[src/rtl/coherence_bus_ctrl.sv]
// Memory-side bus controller for two snooping cores: arbitrates I/D requests,
// drives snoops into the other core's dcache and owns the single RAM port.
module coherence_bus_ctrl #(
   parameter int CPUS   = 2,
   parameter int WORD_W = 32
) (
   input  logic                     CLK,
   input  logic                     RST,
   input  logic [CPUS-1:0]          iREN,
   input  logic [CPUS*WORD_W-1:0]   iaddr,
   input  logic [CPUS-1:0]          dREN,
   input  logic [CPUS-1:0]          dWEN,
   input  logic [CPUS*WORD_W-1:0]   daddr,
   input  logic [CPUS*WORD_W-1:0]   dstore,
   input  logic [CPUS-1:0]          cctrans,
   input  logic [CPUS-1:0]          ccwrite,
   output logic [CPUS-1:0]          iwait,
   output logic [CPUS-1:0]          dwait,
   output logic [CPUS*WORD_W-1:0]   iload,
   output logic [CPUS*WORD_W-1:0]   dload,
   output logic [CPUS-1:0]          ccwait,
   output logic [CPUS-1:0]          ccinv,
   output logic [CPUS*WORD_W-1:0]   ccsnoopaddr,
   output logic                     ramREN,
   output logic                     ramWEN,
   output logic [WORD_W-1:0]        ramaddr,
   output logic [WORD_W-1:0]        ramstore,
   input  logic [WORD_W-1:0]        ramload,
   input  logic [1:0]               ramstate
);

   localparam logic [1:0] RAM_ACCESS = 2'd2;

   typedef enum logic [1:0] {CL_NONE, CL_IF, CL_COH, CL_WB} cls_e;
   typedef enum logic [2:0] {IDLE, WRITE, IFETCH, SNOOP, C2C, MEMRD, UPGR} state_e;

   state_e state;
   logic   r;        // granted requester
   logic   s;        // snooper, always the other core
   logic   rr;       // core favoured on a class tie
   logic   rd_q;     // coherence request also wants the data word
   cls_e   cls [CPUS];
   logic   win;
   logic   los;
   cls_e   win_cls;
   logic   quiet;
   logic   access;

   function automatic logic [WORD_W-1:0] word(input logic [CPUS*WORD_W-1:0] v, input logic c);
      return v[c*WORD_W +: WORD_W];
   endfunction

   assign s      = ~r;
   assign los    = ~win;
   assign access = (ramstate == RAM_ACCESS);
   // Hold off arbitration during a completion pulse so the requester can drop its request.
   assign quiet  = &iwait && &dwait;

   always_comb begin
      for (int c = 0; c < CPUS; c++) begin
         // NOTE: every path assigns cls[c], so no latch is inferred.
         if (dWEN[c] && !cctrans[c])       cls[c] = CL_WB;
         else if (cctrans[c] && !ccwait[c]) cls[c] = CL_COH;
         else if (iREN[c])                 cls[c] = CL_IF;
         else                              cls[c] = CL_NONE;
      end
   end

   assign win     = (cls[1] > cls[0]) ? 1'b1 : (cls[0] > cls[1]) ? 1'b0 : rr;
   assign win_cls = win ? cls[1] : cls[0];

   always_ff @(posedge CLK) begin
      if (RST) begin
         state       <= IDLE;
         r           <= 1'b0;
         rr          <= 1'b0;
         rd_q        <= 1'b0;
         iwait       <= '1;
         dwait       <= '1;
         iload       <= '0;
         dload       <= '0;
         ccwait      <= '0;
         ccinv       <= '0;
         ccsnoopaddr <= '0;
         ramREN      <= 1'b0;
         ramWEN      <= 1'b0;
         ramaddr     <= '0;
         ramstore    <= '0;
      end else begin
         // NOTE: later nonblocking writes in this block override these defaults, giving one-cycle pulses.
         iwait <= '1;
         dwait <= '1;
         case (state)
            IDLE: begin
               if (quiet && win_cls != CL_NONE) begin
                  r <= win;
                  case (win_cls)
                     CL_WB: begin
                        state    <= WRITE;
                        ramWEN   <= 1'b1;
                        ramaddr  <= word(daddr, win);
                        ramstore <= word(dstore, win);
                     end
                     CL_COH: begin
                        state  <= SNOOP;
                        rd_q   <= dREN[win];
                        ccwait[los] <= 1'b1;
                        ccinv[los]  <= ccwrite[win];
                        ccsnoopaddr[los*WORD_W +: WORD_W] <= word(daddr, win);
                     end
                     default: begin
                        state   <= IFETCH;
                        ramREN  <= 1'b1;
                        ramaddr <= word(iaddr, win);
                     end
                  endcase
               end
            end
            WRITE: begin
               if (access) begin
                  ramWEN   <= 1'b0;
                  dwait[r] <= 1'b0;
                  rr       <= s;
                  state    <= IDLE;
               end
            end
            IFETCH: begin
               if (access) begin
                  ramREN   <= 1'b0;
                  iwait[r] <= 1'b0;
                  iload[r*WORD_W +: WORD_W] <= ramload;
                  rr       <= s;
                  state    <= IDLE;
               end
            end
            SNOOP: begin
               if (cctrans[s]) begin
                  ccinv <= '0;
                  if (ccwrite[s]) begin
                     // Snooper owns the line dirty: its write-back doubles as the data source.
                     state    <= C2C;
                     ramWEN   <= 1'b1;
                     ramaddr  <= word(daddr, s);
                     ramstore <= word(dstore, s);
                  end else if (rd_q) begin
                     state   <= MEMRD;
                     ramREN  <= 1'b1;
                     ramaddr <= word(ccsnoopaddr, s);
                  end else begin
                     state    <= UPGR;
                     ccwait   <= '0;
                     dwait[r] <= 1'b0;
                  end
               end
            end
            C2C: begin
               if (access) begin
                  ramWEN <= 1'b0;
                  ccwait <= '0;
                  dwait  <= '0;
                  dload[r*WORD_W +: WORD_W] <= ramstore;
                  rr     <= s;
                  state  <= IDLE;
               end
            end
            MEMRD: begin
               if (access) begin
                  ramREN   <= 1'b0;
                  ccwait   <= '0;
                  dwait[r] <= 1'b0;
                  dload[r*WORD_W +: WORD_W] <= ramload;
                  rr       <= s;
                  state    <= IDLE;
               end
            end
            UPGR: begin
               rr    <= s;
               state <= IDLE;
            end
            default: state <= IDLE;
         endcase
      end
   end

endmodule

[config.mk]
export PLATFORM = sky130hd
export DESIGN_NAME = coherence_bus_ctrl
export DESIGN_NICKNAME = d
export VERILOG_FILES = /design/src/rtl/coherence_bus_ctrl.sv
export SDC_FILE = /design/constraint.sdc
export NUM_CORES = 1
export LEC_CHECK = 0
export ABC_AREA = 1
export CAP_MARGIN = 20
export CORE_AREA = 4 4 194 196
export CTS_CLUSTER_SIZE = 40
export DETAILED_ROUTE_END_ITERATION = 16
export DIE_AREA = 0 0 198 200
export GPL_TIMING_DRIVEN = 0
export PLACE_DENSITY = 0.7
export SLEW_MARGIN = 20
export SYNTH_ARGS = -nofsm -noshare
export SYNTH_HDL_FRONTEND = slang
export SYNTH_SLANG_ARGS = --single-unit
[constraint.sdc]
create_clock -name CLK -period 3.9 [get_ports CLK]
set_clock_uncertainty 0.15 [all_clocks]
set_input_delay 1.17 -clock CLK [delete_from_list [all_inputs] [get_ports CLK]]
set_output_delay 1.17 -clock CLK [all_outputs]
set_load 0.05 [all_outputs]
==> flow_summary.ini <==
[cells_and_area]
multi_input_comb_area_sq_um = 6810
final_nets = 2867
postLayoutCellArea_sq_um = 20300
growth_of_design_area_from_synthesis_to_finish_pct = 51.0
postLayoutCoreUtil = 0.562
final_layout_size_suffix_gt1_frac = 0.0652
layout_common_cells = sky130_fd_sc_hd__clkdlybuf4s50_1, sky130_fd_sc_hd__nand2_1, sky130_fd_sc_hd__nor2_1, sky130_fd_sc_hd__o21ai_0, sky130_fd_sc_hd__dfxtp_1
ff_latch_area_sq_um = 5450
layout.filler_cells = 3565
layout.cells.most_common = sky130_fd_sc_hd__clkdlybuf4s50_1

[clock_tree]
clkSinkCount = 272
clock_tree.htree_level_count = 2
clock-root-buffer = sky130_fd_sc_hd__clkbuf_16
clk_latency_ns = 0.52
cts-buffers-inserted = 34
clk_transition_reported_paths_ns = 0.06
tritoncts = built
clk_path_buf_depth = 3

[power_and_ir_drop]
pwr-share-comb = 0.510
internal_power_mw = 7.47
power-per-cell-area_nw_per_um2 = 684
static-leakage-power_nw = 8.69
switching_power_as_a_share_of_total_power = 0.462
seqPwrFrac = 0.256
total_power_mw = 13.9
power_share_of_the_clock_group = 0.234
switching_power_mw = 6.40
worst_ir_drop_vdd_mv = 0.342

[global_route]
global_route.peak_usage_layer = met2
gr-usage-all-layers = 0.304
antenna_found_initial = 4
grt_util_met3 = 0.0890
met2_track_usage_gr = 0.535
grt.overflow.total = 0
grt_max_degree = 13
routing_usage_on_met1 = 0.350
number_of_global_route_vias_before_repair = 15738
grt_pass1_wl_mm = 93.2

[critical_path]
wp_data_arrival_ns = 4.00
ff2ff_setup_slack_ns = 1.00
worst-endpoint-required_ns = 4.21
cp-start-kind = input pin
timing_worst_setup_path_type = input pin to flip-flop
critPathMaxFanout = 10
endpoint_type_of_the_worst_setup_path = flip-flop

[synthesis]
synthesized_area_fraction_occupied_by_ao_oa_aoi_and_oai_cells = 0.174
synthAdderAreaFrac = 0.00186
synth_sequential_area_ratio = 0.406
yosys_warnings = 0
yosysUniqueCellTypes = 32
synth_xor_xnor_area_share = 0
net_count_after_synthesis = 2324
synth_seq_cells = 272
synthesis.area_per_instance_sq_um = 6.44
post_synth_mux_area_share = 0.0159
simple_gate_area_share_of_the_yosys_netlist = 0.315
synthCells = 2084
netlist_top_cells_area = sky130_fd_sc_hd__dfxtp_1, sky130_fd_sc_hd__nand2_1, sky130_fd_sc_hd__nor2_1, sky130_fd_sc_hd__o21ai_0, sky130_fd_sc_hd__a21oi_1
synth_top_cell_by_area = sky130_fd_sc_hd__dfxtp_1
synth_top_family_by_area = simple AND/OR/NAND/NOR gates
post-synth-top-area-fraction = 0.406
post_synth_instance_area_sq_um = 13400

[run_status]
status = completed

[sta]
timing.final.crit_period_ns = 3.69
fin_worst_hold_slack_ns = 0.313
fmax_mhz = 271
layout_setup_ws_ns = 0.209
maxSlewHeadroom = 0.481
timing.final.hold_violations = 0
final-setup-viol-count = 0
grt_setup_unrepaired = false
finalMaxSlewViolations = 0
layout_worst_path_cycle_share = 0.946
tightestPinTransition_ns = 0.778

[detailed_routing]
detail-route-antenna-nets = 0
drt_pass1_iterations = 8
wl_per_cell_microns = 20.4
drt-total-wl_mm = 63.9
first_iter_violations = 1269
detailroute.via_count = 16194
post-route-drc-count = 0
avgViaCountPerCell = 5.18

[die]
placeableCoreArea_sq_um = 36100
floorplan.initialDensity = 0.372
cell_row_count = 70
floorplan.die.height_microns = 200
floorplan.die_area_sq_um = 39600
die_x_microns = 198
ios = 504

[placed_design]
hpwlAfterDp_mm = 49.6
port_buffers = 503
place_ws_ns = -0.371
dpl-instance-area_sq_um = 19000
place_congestion = 0.911

[run]
max-cap-violations = 0

[min_path]
hold_path.class = flip-flop to flip-flop
-- worst paths after layout --
check                  start         end  cells after the start
hold reg to reg       ramREN      ramREN                      2
hold / removal        ramREN      ramREN                      2
setup / recovery  cctrans[0]  ramaddr[1]                     15
setup reg to reg   ccwait[1]  ramaddr[1]                     15
-- power groups by stage --
| stage | Combinational [mW] | Clock (mW) | Sequential (mW) |
|---|---|---|---|
| final | 7.07 | 3.25 | 3.55 |
| after floorplan | 3.17 | 0 | 4.94 |
| after global routing | 7.69 | 3.40 | 3.59 |
| after detailed placement | 6.92 | 0 | 3.60 |
| after CTS | 6.96 | 3.28 | 3.54 |
| after global placement | 6.87 | 0 | 3.59 |
-- timing repair --
item / CTS / global route
hold buffers: 0 / 0
gates resized for setup: 0 / 17
setup endpoints to repair: 0 / 74
setup buffers: 0 / 4
-- synthesized netlist by cell type, drive strengths merged --
cell and count:
nand2 497, nor2 487, o21ai 301, dfxtp 272
inv 140, a21oi 114, clkbuf 88, buf 54
nand4 36, o22ai 33, nand3 25, mux2 19
nor3 5, a31oi 4, and2 2, ha 2
o311ai 2, o31ai 2, clkinv 1
-- registers in the layout (all words and copies together) (netlist names) --
register / cells
rr: 1
iload: 64
ramWEN: 1
ramstore: 32
iwait: 2
state: 3
rd_q: 1
dwait: 2
ramaddr: 32
ccsnoopaddr: 64
r: 1
dload: 64
ccwait: 2
ccinv: 2
ramREN: 1
-- layout make-up --
class                      instances  area share
sequential                       272       0.269
clock inverter                    11     0.00654
timing repair buffer             507       0.251
inverter                         141      0.0266
clock buffer                      51      0.0506
antenna                            4    0.000494
tap                              468      0.0289
multi-input combinational       1529       0.336
buffer                           142      0.0317
-- per-stage QoR --
stage / std cells / TNS, ns
after detailed placement: 3055 / -31.90
final: 3125 / 0
after CTS: 3117 / 0
after global routing: 3125 / 0
after global placement: 3055 / -28.50
after floorplan: 2084 / 0
-- routing by layer --
layer	part of all wire	up-vias
li1	-	7747
met5	0	-
met3	0.10	133
met1	0.37	7484
met2	0.48	830
met4	0.037	0
-- kinds of logic after synthesis --
logic type	Yosys count
AOI/OAI and AO/OA	456
adders and majority gates	2
buffers and inverters	283
DFF	272
muxes	19
and+or+nand+nor	1052
-- critical path, stage by stage --
cell	delay (ns)
sky130_fd_sc_hd__clkdlybuf4s50_1	0.50
sky130_fd_sc_hd__inv_2	0.05
sky130_fd_sc_hd__nand2_1	0.08
sky130_fd_sc_hd__nand2_1	0.10
sky130_fd_sc_hd__ha_1	0.33
sky130_fd_sc_hd__nand2_1	0.07
sky130_fd_sc_hd__nand2_1	0.07
sky130_fd_sc_hd__nand2_2	0.16
sky130_fd_sc_hd__clkbuf_1	0.60
sky130_fd_sc_hd__nor2_1	0.10
sky130_fd_sc_hd__o21ai_0	0.33
sky130_fd_sc_hd__o21ai_0	0.18
sky130_fd_sc_hd__nor2_1	0.11
sky130_fd_sc_hd__nor2_1	0.06
sky130_fd_sc_hd__nor2_1	0.08
No activity file was read; power rests on OpenSTA's default activity.
